`src/rtl/stopwatch_bcd_counter.sv`:
```
`default_nettype none
// +--------------------------------------------------------------------------+
// | stopwatch_bcd_counter: exact-period tick divider feeding an N-digit BCD   |
// | chain, with optional lap hold (macro STOPWATCH_LAP_HOLD_EN). Rev 1.0      |
// +--------------------------------------------------------------------------+
module stopwatch_bcd_counter #(
    parameter int NUM_DIGITS = 4,
    parameter int CLK_HZ     = 50000000,
    parameter int TICK_HZ    = 100
) (
    input  logic                    CLOCK_50,
    input  logic                    resetn,
    input  logic                    key_start_n,
    input  logic                    key_clear_n,
    input  logic                    key_lap_n,
    output logic [4*NUM_DIGITS-1:0] disp_bcd,
    output logic [4*NUM_DIGITS-1:0] live_bcd,
    output logic                    running,
    output logic                    lap_active,
    output logic                    overflow,
    output logic                    tick
);
    localparam int DIV   = CLK_HZ / TICK_HZ;
    localparam int DIV_W = (DIV > 1) ? $clog2(DIV) : 1;
    localparam logic [DIV_W-1:0] DIV_LAST = DIV_W'(DIV - 1);

    if ((CLK_HZ % TICK_HZ) != 0) begin : g_err_ratio
        $error("stopwatch_bcd_counter: CLK_HZ must be a multiple of TICK_HZ");
    end
    if (DIV < 2) begin : g_err_div
        $error("stopwatch_bcd_counter: CLK_HZ/TICK_HZ must be at least 2");
    end
    if (NUM_DIGITS < 1 || NUM_DIGITS > 8) begin : g_err_digits
        $error("stopwatch_bcd_counter: NUM_DIGITS must be 1..8");
    end

`ifdef STOPWATCH_LAP_HOLD_EN
    localparam int NKEYS = 3;
    logic [NKEYS-1:0] keys_n;
    assign keys_n = {key_lap_n, key_clear_n, key_start_n};
`else
    localparam int NKEYS = 2;
    logic [NKEYS-1:0] keys_n;
    logic             key_lap_unused;
    assign keys_n         = {key_clear_n, key_start_n};
    assign key_lap_unused = key_lap_n;
`endif

    // Two sync stages plus a history stage; released keys read as 1.
    logic [NKEYS-1:0] sync1_q, sync2_q, sync3_q, press;
    always_ff @(posedge CLOCK_50 or negedge resetn) begin
        if (!resetn) begin
            sync1_q <= '1;
            sync2_q <= '1;
            sync3_q <= '1;
        end else begin
            sync1_q <= keys_n;
            sync2_q <= sync1_q;
            sync3_q <= sync2_q;
        end
    end
    assign press = sync3_q & ~sync2_q;

    logic start_p, clear_p;
    assign start_p = press[0];
    assign clear_p = press[1];

    logic [DIV_W-1:0]        div_q, div_d;
    logic [4*NUM_DIGITS-1:0] cnt_q, cnt_d, cnt_inc;
    logic                    running_q, running_d;
    logic                    ovf_q, ovf_d;
    logic                    tick_q, tick_d;
    logic                    carry;

    always_comb begin
        cnt_inc = cnt_q;
        carry   = 1'b1;
        for (int i = 0; i < NUM_DIGITS; i++) begin
            if (carry) begin
                if (cnt_q[4*i +: 4] == 4'd9) begin
                    cnt_inc[4*i +: 4] = 4'd0;
                end else begin
                    cnt_inc[4*i +: 4] = cnt_q[4*i +: 4] + 4'd1;
                    carry             = 1'b0;
                end
            end
        end
    end

    always_comb begin
        running_d = running_q ^ start_p;
        div_d     = div_q;
        cnt_d     = cnt_q;
        ovf_d     = ovf_q;
        tick_d    = 1'b0;
        if (running_q) begin
            if (div_q == DIV_LAST) begin
                div_d  = '0;
                tick_d = 1'b1;
                cnt_d  = cnt_inc;
                if (carry) begin
                    ovf_d = 1'b1;
                end
            end else begin
                div_d = div_q + DIV_W'(1);
            end
        end
        // Clear discards a coincident tick entirely, including its pulse.
        if (clear_p) begin
            div_d  = '0;
            cnt_d  = '0;
            ovf_d  = 1'b0;
            tick_d = 1'b0;
        end
    end

    always_ff @(posedge CLOCK_50 or negedge resetn) begin
        if (!resetn) begin
            div_q     <= '0;
            cnt_q     <= '0;
            running_q <= 1'b0;
            ovf_q     <= 1'b0;
            tick_q    <= 1'b0;
        end else begin
            div_q     <= div_d;
            cnt_q     <= cnt_d;
            running_q <= running_d;
            ovf_q     <= ovf_d;
            tick_q    <= tick_d;
        end
    end

    assign live_bcd = cnt_q;
    assign running  = running_q;
    assign overflow = ovf_q;
    assign tick     = tick_q;

`ifdef STOPWATCH_LAP_HOLD_EN
    logic [4*NUM_DIGITS-1:0] lap_q, lap_d;
    logic                    lap_active_q, lap_active_d;

    always_comb begin
        lap_d        = lap_q;
        lap_active_d = lap_active_q;
        if (press[2]) begin
            if (lap_active_q) begin
                lap_active_d = 1'b0;
            end else begin
                lap_d        = cnt_q;
                lap_active_d = 1'b1;
            end
        end
        if (clear_p) begin
            lap_active_d = 1'b0;
        end
    end

    always_ff @(posedge CLOCK_50 or negedge resetn) begin
        if (!resetn) begin
            lap_q        <= '0;
            lap_active_q <= 1'b0;
        end else begin
            lap_q        <= lap_d;
            lap_active_q <= lap_active_d;
        end
    end

    assign lap_active = lap_active_q;
    assign disp_bcd   = lap_active_q ? lap_q : cnt_q;
`else
    assign lap_active = 1'b0;
    assign disp_bcd   = cnt_q;
`endif

endmodule
`default_nettype wire
```
`config.mk`:
```
export PLATFORM = sky130hd
export DESIGN_NAME = stopwatch_bcd_counter
export DESIGN_NICKNAME = d
export VERILOG_FILES = /design/src/rtl/stopwatch_bcd_counter.sv
export SDC_FILE = /design/constraint.sdc
export NUM_CORES = 1
export LEC_CHECK = 0
export CORE_MARGIN = 3
export CORE_UTILIZATION = 25
export CTS_CLUSTER_DIAMETER = 200
export DETAILED_ROUTE_END_ITERATION = 12
export PLACE_DENSITY_LB_ADDON = 0.1
export SYNTH_ARGS = -nofsm -noshare
export SYNTH_HDL_FRONTEND = slang
export SYNTH_SLANG_ARGS = --single-unit
```
`constraint.sdc`:
```
create_clock -name CLOCK_50 -period 2.6 [get_ports CLOCK_50]
set_clock_uncertainty 0.15 [all_clocks]
set_input_delay 0.52 -clock CLOCK_50 [delete_from_list [all_inputs] [get_ports CLOCK_50]]
set_output_delay 0.52 -clock CLOCK_50 [all_outputs]
set_load 0.03 [all_outputs]
```
# ---- After elaboration in Yosys (flattened, before gate mapping)
# Index checks and enable logic that the tools add are counted.
dict set report word_totals {
  reg_bits 44
  inputBits 5
  out_inout_bits 36
}
dict set report classes {
  add_sub_neg 5
  n_eq_ne 5
  n_mux 27
  bitwise_logic 3
  n_reduce_logical 11
}
# operator count
set ops {}
lappend ops {{$mux W19} 3}
lappend ops {{$mux W16} 3}
lappend ops {{$mux W4} 7}
lappend ops {{$add A19 B1 Y19 const B} 1}
lappend ops {{$eq A19 B19 Y1 const B} 1}
lappend ops {{$add A4 B1 Y4 const B} 4}
lappend ops {{$eq A4 B4 Y1 const B} 4}
lappend ops {{$mux W1} 14}
lappend ops {{$reduce_and A3 Y1} 4}
lappend ops {{$reduce_bool A2 Y1} 6}
lappend ops {{$and A2 B2 Y2} 1}
lappend ops {{$not A2 Y2} 1}
lappend ops {{$reduce_and A2 Y1} 1}
lappend ops {{$xor A1 B1 Y1} 1}

# ---- Logic depth before layout (Yosys ltp)
# Gate-level depths: netlist of run 1.
dict set report depth {
  word_depth 9
  depth_mapped 7
  mapped_depth_nobuf 7
}

# ---- Least setup slack after synthesis of run 1
# No wires, ideal clock.
dict set report synth_path {
  path_type {reg-to-reg}
  from {register div_q[11]}
  to {register div_q[15]}
  setup_time_ps 124
  arrival_time_ps 2129
  t_required_ps 2326
  slack_ps 197
  path_stages_with_launch 6
  period_less_slack_ps 2403
  path_cell_list {dfrtp_1 or4b_4 or4_4 o21a_4 and3_1 a211o_1}
}
dict set report synth_between {
  elab_chain_cells 4
  word_cells_on_any_way 5
  classes_between {add/sub: 1; eq/ne: 1; mux: 3}
}
# item line
set synth_lines {}
lappend synth_lines {{from (decl)} 68} ;# logic [DIV_W-1:0] div_q, div_d;
lappend synth_lines {{from (signal assigned)} 125} ;# div_q <= div_d;
lappend synth_lines {{$add A19 B1 Y19 or $eq A19 B19 Y1 (tied branches)} {105, 97}}
lappend synth_lines {{$mux W19 (*)} 97} ;# if (div_q == DIV_LAST) begin
lappend synth_lines {{$mux W19 (*)} 96} ;# if (running_q) begin
lappend synth_lines {{$mux W19 (*)} 109} ;# if (clear_p) begin
# Every way passes the cells marked *; elsewhere a longest branch is shown, timed or not. The select of a mux whose other input is x is not followed.
# A chain may end at the register's enable or synchronous reset.

# ---- Worst setup path after layout of run 1
# Same ends and word-level chain as after synthesis.

==> run summary, run 1 <==
status -> finished clean
max_cap viols -> 0
placed cell area -> 2890 µm²
n_diodes -> 0
DR iter-0 viols -> 66
synthesized cell area -> 2400 µm²
final core utilization -> 32.2%
crit-path max FO -> 6
Int Pwr -> 0.991 mW
yosys warns -> 0
register area share after synthesis -> 46.2%
Post-CTS Hold Fix Bufs -> 0
Main synth FF type -> dfrtp_1
Cells after DPL -> 410
setup TNS -> 0 ns
# IOs -> 41
final instance area -> 2990 µm²
synth unique cells -> 46
Rows -> 35
crit path DAT -> 2.49 ns
Reg clk slew, reported paths -> 0.10 ns
Routed wire per std cell -> 13.3 µm
gpl congestion -> 0.735
Startpoint Class -> flip-flop
Synth Area in Compound Gates -> 9.64%
area grow syn2layout -> 24.4%
placed wire-length estimate -> 3910 µm
clock network power share -> 31.6%
Post-Synth Adder-Cell Area -> 4.69%
syn nets -> 266
die area -> 10800 µm²
CP required -> 2.64 ns
Starting Density -> 25.9%
Post-CTS Resized -> 0
setup ws final -> 0.149 ns
largest net degree at the start of global routing -> 25
CTS H-tree depth -> 2
drt first pass iters -> 4
Post-Synth Simple-Gate Area -> 27.2%
sequential share of power -> 53.9%
antenna viol nets, final -> 0
vias in the first global route -> 1785
post-place setup slack -> 0.162 ns
WS Path Type -> reg2reg
Nets -> 302
min Tclk post-route -> 2.45 ns
portion of netlist area occupied by mux cells -> 1.30%
largest family of logic cells by synthesized area -> simple AND/OR/NAND/NOR gates
class of the worst hold path -> in2async
Core ar. -> 9280 µm²
Post-synth EDFFs -> 0
post-route insts no fill -> 418
f_max -> 408 MHz
XOR/XNOR Fraction of Synth Area -> 3.65%
fin crit share -> 94.3%
final slew viol count -> 0
RSZ-0062 raised after global routing -> no
relative slew slack -> 45.9%
syn_area_per_cell -> 9.53 µm²
total grt overflow -> 0
number of CTS-inserted buffers -> 5
clock root buffer -> clkbuf_8
share of cells above drive strength 1 -> 13.1%
# port buffers -> 38
routed vias -> 1906
initial antenna violation count -> 0
global-route wire length before repair -> 9300 µm
power density over cell area -> 486 nW/µm²
chip width -> 104 µm
Vias/cell -> 4.56
post-synthesis cell count -> 252
post-CTS setup buffers -> 0
worst skew pair latency -> 0.30 ns
worst-margin pin slew -> 0.808 ns
die height -> 104 µm
clk sink count -> 44
Sw Ratio -> 31.7%
share of synthesized registers carrying an async set or reset -> 100%
Logic pwr share -> 14.5%
clk buf depth -> 2
P_leak -> 1.20 nW
setup violators final -> 0
drc violations -> 0
Tot GR Track Use -> 10.5%
final hold viol count -> 0
CTS tree -> built
Post-Route WL -> 5550 µm
Psw -> 0.460 mW
number of synthesized register bits -> 44
Worst Setup End Kind -> flip-flop
maximum VDD drop -> 0.227 mV
synth_stat cells (2+ instances only):
| library cell | n | area (µm²) |
|---|---|---|
| dfrtp_1 | 38 | 951 |
| nand2_1 | 24 | 90.1 |
| nand3_1 | 20 | 100 |
| a21oi_1 | 18 | 90.1 |
| nor2_1 | 18 | 67.6 |
| buf_4 | 17 | 128 |
| or3_1 | 15 | 93.8 |
| ha_1 | 9 | 113 |
| inv_1 | 9 | 33.8 |
| nand4_1 | 7 | 43.8 |
| o21ai_0 | 7 | 35.0 |
| xor2_1 | 7 | 61.3 |
| dfstp_2 | 6 | 158 |
| nor3_1 | 6 | 30.0 |
| nor2b_1 | 5 | 31.3 |
| nand2b_1 | 4 | 25.0 |
| nor4_1 | 3 | 18.8 |
| xnor2_1 | 3 | 26.3 |
| and3_1 | 2 | 12.5 |
| and3b_1 | 2 | 17.5 |
| clkbuf_1 | 2 | 7.51 |
| mux2i_1 | 2 | 20.0 |
| nand4b_1 | 2 | 17.5 |
| o21a_1 | 2 | 15.0 |
| or4_1 | 2 | 15.0 |
| or4_4 | 2 | 22.5 |
cell type report:
type                    instances  area [µm²]
well taps                     129         161
repair buffers                 49         470
clock inverters                 3        23.8
clock buffers                   5        68.8
flip-flops and latches         44        1110
multi-input cells             179        1120
fillers                       977        6300
inverters                       9        33.8
flip-flops by register name, summed over array words and instances (netlist names):
register,flops
sync1_q,2
sync3_q,2
overflow,1
running,1
div_q,19
disp_bcd,16
sync2_q,2
tick,1
kinds of logic (layout without fill, tap and decap cells):
family,after synthesis,after routing
AO/OA/AOI/OAI,37,37
XOR/XNOR,10,10
adder cells (fa/ha/maj),9,9
buffers and inverters,29,66
flip-flops,44,44
multiplexers,3,3
other,1,1
AND/OR/NAND/NOR,119,119
metrics by stage:
step | power, mW | hold slack [ns]
3_3_place_gp | 1.01 | 0.196
4_1_cts | 1.48 | 0.0572
6_report | 1.45 | 0.0393
2_1_floorplan | 0.919 | 0.0744
3_5_place_dp | 1.01 | 0.197
5_1_grt | 1.54 | 0.0667
power groups by stage:
stage | logic (mW) | clock network (mW) | registers (mW)
after CTS | 0.214 | 0.483 | 0.784
after global placement | 0.215 | 0 | 0.795
after global routing | 0.232 | 0.512 | 0.791
after detailed placement | 0.214 | 0 | 0.796
final | 0.210 | 0.459 | 0.782
after floorplan | 0.119 | 0 | 0.801
routing by layer:
layer	track usage (%)	part of all wire (%)	up-vias
met4	3.13	0.92	0
met5	0	0	-
met2	17.0	47	41
li1	-	-	945
met1	13.9	48	916
met3	2.36	3.7	4
worst paths after layout:
path	from	to	slack (ns)	depth (start not counted)
max	div_q[11]$_DFFE_PN0P_	div_q[15]$_DFFE_PN0P_	0.15	5
min	resetn	disp_bcd[5]$_DFFE_PN0P_	0.04	1
max reg2reg	div_q[11]$_DFFE_PN0P_	div_q[15]$_DFFE_PN0P_	0.15	5
min reg2reg	sync1_q[0]$_DFF_PN1_	sync2_q[0]$_DFF_PN1_	0.21	0
max in group asynchronous	resetn	sync3_q[1]$_DFF_PN1_	1.66	2
min in group CLOCK_50	sync1_q[0]$_DFF_PN1_	sync2_q[0]$_DFF_PN1_	0.21	0
cell usage in the layout (no fill, tap or decap), types with 2 or more instances in the layout:
cell type        instances
nand4b_1                 2
xnor2_1                  3
nand2b_1                 4
nor2b_1                  5
o21a_1                   2
or3_1                   15
o21ai_0                  7
buf_4                   10
nor2_1                  18
nor4_1                   3
or4_1                    2
a21oi_1                 18
or4_4                    2
and3b_1                  2
mux2i_1                  2
dfrtp_1                 38
inv_1                    9
dfstp_2                  6
xor2_1                   7
clkbuf_8                 5
ha_1                     9
and3_1                   2
nand3_1                 20
nand2_1                 24
clkdlybuf4s50_1         37
clkinvlp_4               2
nor3_1                   6
nand4_1                  7
worst max-delay path, stage by stage (launching register included):
cell     delay [ns]
dfrtp_1        0.40
or4b_4         0.57
or4_4          0.58
o21ai_2        0.28
nor3_1         0.09
a211o_1        0.27
Note: power is estimated with default switching activity, not from simulation.
==> run 2: changes to the inputs <==
--- a/config.mk
+++ b/config.mk
@@ -5,6 +5,8 @@
 export SDC_FILE = /design/constraint.sdc
 export NUM_CORES = 1
 export LEC_CHECK = 0
+export CELL_PAD_IN_SITES_DETAIL_PLACEMENT = 1
+export CELL_PAD_IN_SITES_GLOBAL_PLACEMENT = 1
 export CORE_MARGIN = 3
 export CORE_UTILIZATION = 25
 export CTS_CLUSTER_DIAMETER = 200
==> run 2 against run 1 <==
Effect of this change: critical path type unchanged; register-to-register slack hardly changed; power is 0.67% lower; fmax is 0.61% higher; setup slack better by 0.015 ns; flip-flop and latch count stayed put.
==> run summary, run 2 (same netlist as run 1, synthesis figures left out) <==
# IOs -> 41
placed wire-length estimate -> 4410 µm
min Tclk post-route -> 2.44 ns
Layout fillers -> 1102
Int Pwr -> 1.00 mW
drt first pass iters -> 4
maximum VDD drop -> 0.209 mV
largest net degree at the start of global routing -> 26
Logic pwr share -> 15.7%
R2R cell count -> 5
Nets -> 303
total grt overflow -> 0
status -> finished clean
n_diodes -> 0
register name with the most flops -> div_q
worst skew pair latency -> 0.29 ns
Sequential Area -> 1110 µm²
P_leak -> 1.21 nW
Vias/cell -> 4.66
most frequent cells in the layout -> 38 x dfrtp_1, 37 x clkdlybuf4s50_1, 24 x nand2_1
setup violators final -> 0
area grow syn2layout -> 24.2%
number of CTS-inserted buffers -> 5
CTS tree -> built
antenna viol nets, final -> 0
Post-Route WL -> 5980 µm
drc violations -> 0
final core utilization -> 32.1%
class of the worst hold path -> in2async
initial antenna violation count -> 0
clock network power share -> 29.8%
power density over cell area -> 483 nW/µm²
# port buffers -> 38
Reg clk slew, reported paths -> 0.09 ns
leading cell type in the layout, fill and taps excluded -> dfrtp_1
Starting Density -> 25.9%
Worst path max stage delay -> 0.58 ns
clock root buffer -> clkbuf_8
RSZ-0062 raised after global routing -> no
gpl congestion -> 0.747
Rows -> 35
relative slew slack -> 65.2%
crit-path max FO -> 6
Worst Setup End Kind -> flip-flop
worst-margin pin slew -> 0.522 ns
Startpoint Class -> flip-flop
Routed wire per std cell -> 14.3 µm
die area -> 10800 µm²
Psw -> 0.437 mW
Core ar. -> 9280 µm²
clk sink count -> 44
f_max -> 410 MHz
max_cap viols -> 0
final slew viol count -> 0
CTS H-tree depth -> 2
slowest cell on the critical path -> or4_4
Post-CTS Resized -> 0
fin crit share -> 93.7%
die height -> 104 µm
CP required -> 2.63 ns
share of cells above drive strength 1 -> 12.8%
DR iter-0 viols -> 60
Tot GR Track Use -> 11.6%
sequential share of power -> 54.4%
setup TNS -> 0 ns
Sw Ratio -> 30.3%
global-route wire length before repair -> 10400 µm
Power Total -> 1.44 mW
WS Path Type -> reg2reg
crit path DAT -> 2.47 ns
max reg flops -> 19
post-CTS setup buffers -> 0
CP Cell Sequence -> or4b_4, or4_4, o21a_4, and3_1, a211o_1
vias in the first global route -> 1981
chip width -> 104 µm
final hold viol count -> 0
clk buf depth -> 2
Post-CTS Hold Fix Bufs -> 0
routed vias -> 1954
area of the multi-input gates -> 1120 µm²
-- run 2: cell count changes in the layout (fill, tap and decap cells not counted), sizes merged --
cell,previous run,this run
clkinvlp,2,0
clkbuf,5,7
buf,12,13
-- run 2: cell type report --
| class | count | area share, % |
|---|---|---|
| Inverter | 9 | 1.13 |
| Tap cell | 129 | 5.41 |
| Multi-Input combinational cell | 179 | 37.5 |
| Timing Repair Buffer | 50 | 16.0 |
| Sequential cell | 44 | 37.2 |
| Clock buffer | 7 | 2.56 |
| Clock inverter | 1 | 0.168 |
-- run 2: path summary, 6_finish.rpt --
kind | from | end | slack [ns]
setup / recovery | div_q[5]$_DFFE_PN0P_ | div_q[15]$_DFFE_PN0P_ | 0.16
hold / removal | resetn | disp_bcd[5]$_DFFE_PN0P_ | 0.04
setup reg to reg | div_q[5]$_DFFE_PN0P_ | div_q[15]$_DFFE_PN0P_ | 0.16
hold reg to reg | sync1_q[1]$_DFF_PN1_ | sync2_q[1]$_DFF_PN1_ | 0.21
max in group asynchronous | resetn | sync2_q[1]$_DFF_PN1_ | 1.66
min in group CLOCK_50 | sync1_q[1]$_DFF_PN1_ | sync2_q[1]$_DFF_PN1_ | 0.21
-- run 2: power by group through the flow --
| stage | combinational, mW | clock [mW] | sequential (mW) |
|---|---|---|---|
| floorplan | 0.119 | 0 | 0.801 |
| global placement | 0.232 | 0 | 0.797 |
| detailed placement | 0.233 | 0 | 0.799 |
| CTS | 0.234 | 0.461 | 0.786 |
| global route | 0.261 | 0.476 | 0.797 |
| finish | 0.227 | 0.430 | 0.785 |
-- run 2: stage by stage --
stage | setup WS (ns) | instances | hold slack [ns] | area, µm²
final | 0.164 | 419 | 0.0383 | 2980
after global routing | 0.0160 | 419 | 0.0609 | 2980
after CTS | 0.150 | 419 | 0.0467 | 2980
after detailed placement | 0.174 | 411 | 0.197 | 2900
after global placement | 0.185 | 411 | 0.195 | 2900
after floorplan | 0.197 | 252 | 0.0744 | 2400
-- run 2: worst max-delay path: cells and delay by family (launching register included) --
family,cells,cell delay [ns]
flops,1,0.43
simple gates,3,1.27
compound gates,2,0.47
-- run 2: metal layers --
layer / GRT usage (%) / wire, µm / vias up
met5: 0 / 0 / -
met4: 3.13 / 52 / 0
met3: 2.23 / 176 / 4
met2: 19.1 / 2880 / 28
met1: 15.7 / 2870 / 976
li1: - / - / 946
==> run 3: changes to the inputs <==
--- a/config.mk
+++ b/config.mk
@@ -11,6 +11,7 @@
 export CORE_UTILIZATION = 25
 export CTS_CLUSTER_DIAMETER = 200
 export DETAILED_ROUTE_END_ITERATION = 12
+export HOLD_SLACK_MARGIN = 0.08
 export PLACE_DENSITY_LB_ADDON = 0.1
 export SYNTH_ARGS = -nofsm -noshare
 export SYNTH_HDL_FRONTEND = slang
==> run 3 against run 2 <==
Effect of this change: wire length is 0.62% higher; count of clock-buffer cells in the layout unchanged; die area did not move; cell count increased by 0.24%; flip-flop and latch count unchanged; power increased by 0.16%; critical path type unchanged; largest power group unchanged.
==> run summary, run 3 (same netlist as run 1, synthesis figures left out) <==
status -> finished clean
RSZ-0062 raised after global routing -> no
most frequent cells in the layout -> 38 x dfrtp_1, 37 x clkdlybuf4s50_1, 24 x nand2_1
class of the worst hold path -> reg2reg
CP required -> 2.63 ns
largest net degree at the start of global routing -> 26
Worst Setup End Kind -> flip-flop
Reg-to-Reg End -> div_q[15]$_DFFE_PN0P_
Core ar. -> 9280 µm²
number of CTS-inserted buffers -> 5
WHS Path Cells -> 0
# IOs -> 41
max reg flops -> 19
Nets -> 304
Worst R2R Start -> div_q[5]$_DFFE_PN0P_
Cells after DPL -> 411
worst skew pair latency -> 0.29 ns
Post-Route WL -> 6010 µm
final hold viol count -> 0
DR iter-0 viols -> 70
CP Cell Sequence -> or4b_4, or4_4, o21a_4, and3_1, a211o_1
setup violators final -> 0
post-CTS setup buffers -> 0
P_leak -> 1.21 nW
n_diodes -> 0
drt first pass iters -> 4
vias in the first global route -> 1989
post-route insts no fill -> 420
Worst path max stage delay -> 0.59 ns
min Tclk post-route -> 2.44 ns
die height -> 104 µm
antenna viol nets, final -> 0
maximum VDD drop -> 0.209 mV
Sequential Area -> 1110 µm²
fin crit share -> 93.9%
Startpoint Class -> flip-flop
CTS tree -> built
Vias/cell -> 4.63
Worst path depth -> 5
die area -> 10800 µm²
clk buf depth -> 2
hold path endpoint -> sync2_q[1]$_DFF_PN1_
clk sink count -> 44
share of cells above drive strength 1 -> 12.7%
Psw -> 0.439 mW
Logic pwr share -> 15.8%
gpl congestion -> 0.747
Reg clk slew, reported paths -> 0.09 ns
final slew viol count -> 0
WS Path Type -> reg2reg
drc violations -> 0
R2R cell count -> 5
power density over cell area -> 482 nW/µm²
placed wire-length estimate -> 4410 µm
crit-path max FO -> 6
area grow syn2layout -> 24.6%
chip width -> 104 µm
Sw Ratio -> 30.4%
routed vias -> 1946
leading cell type in the layout, fill and taps excluded -> dfrtp_1
clock root buffer -> clkbuf_8
Top delay family on crit path -> simple AND/OR/NAND/NOR gates
setup TNS -> 0 ns
CTS H-tree depth -> 2
Rows -> 35
f_max -> 409 MHz
max_cap viols -> 0
final instance area -> 2990 µm²
Post-CTS Hold Fix Bufs -> 1
crit path DAT -> 2.47 ns
global-route wire length before repair -> 10400 µm
register name with the most flops -> div_q
Routed wire per std cell -> 14.3 µm
slowest cell on the critical path -> or4_4
relative slew slack -> 64.7%
clock network power share -> 29.9%
placed cell area -> 2900 µm²
sequential share of power -> 54.3%
Tot GR Track Use -> 11.7%
worst hold margin -> 0.208 ns
area of the multi-input gates -> 1120 µm²
total grt overflow -> 0
worst-margin pin slew -> 0.529 ns
Post-CTS Resized -> 0
Layout fillers -> 1101
worst hold path startpoint -> sync1_q[1]$_DFF_PN1_
Int Pwr -> 1.01 mW
Starting Density -> 25.9%
reg2reg setup slack -> 0.16 ns
# port buffers -> 38
buffers and inverters on the worst path -> 0
initial antenna violation count -> 0
-- run 3: cell count changes in the layout (fill, tap and decap cells not counted), sizes merged --
| cell | delta |
|---|---|
| dlygate4sd3 | +1 |
-- run 3: worst max path at each step --
stage | slack [ns] | from | endpoint
2_1_floorplan | 0.20 | div_q[11]$_DFFE_PN0P_ | div_q[15]$_DFFE_PN0P_
3_3_place_gp | 0.18 | div_q[5]$_DFFE_PN0P_ | div_q[15]$_DFFE_PN0P_
3_5_place_dp | 0.17 | div_q[11]$_DFFE_PN0P_ | div_q[15]$_DFFE_PN0P_
4_1_cts | 0.15 | div_q[5]$_DFFE_PN0P_ | div_q[15]$_DFFE_PN0P_
5_1_grt | 0.02 | div_q[11]$_DFFE_PN0P_ | disp_bcd[6]$_DFFE_PN0P_
6_report | 0.16 | div_q[5]$_DFFE_PN0P_ | div_q[15]$_DFFE_PN0P_
-- run 3: layer usage --
layer	share of wire [%]	GRT usage [%]
met1	48	15.7
met2	48	19.2
met3	2.8	2.17
met4	0.80	3.13
met5	0	0
-- run 3: per-stage QoR --
stage,utilization [%],setup slack [ns],power (mW)
2_1_floorplan,-,0.197,0.919
3_5_place_dp,31.3,0.174,1.03
6_report,32.2,0.157,1.44
4_1_cts,32.2,0.150,1.48
3_3_place_gp,31.3,0.185,1.03
5_1_grt,32.2,0.0160,1.54
-- run 3: power groups by stage --
| stage | Combinational (mW) | Sequential (mW) | Clock (mW) |
|---|---|---|---|
| 2_1_floorplan | 0.119 | 0.801 | 0 |
| 3_3_place_gp | 0.232 | 0.797 | 0 |
| 3_5_place_dp | 0.233 | 0.799 | 0 |
| 4_1_cts | 0.236 | 0.786 | 0.461 |
| 5_1_grt | 0.263 | 0.797 | 0.476 |
| 6_report | 0.228 | 0.785 | 0.432 |
-- run 3: worst reg2reg max path, delay by kind of cell (launching register included) --
kind	cells	cell delay (ns)
AO/OA/AOI/OAI	2	0.47
flip-flops	1	0.43
AND/OR/NAND/NOR	3	1.29
-- run 3: cell type report --
class | count | share of cell area [%]
clock inverters | 1 | 0.167
well taps | 129 | 5.39
inverters | 9 | 1.13
clock buffers | 7 | 2.55
multi-input cells | 179 | 37.4
flip-flops and latches | 44 | 37.0
repair buffers | 51 | 16.3
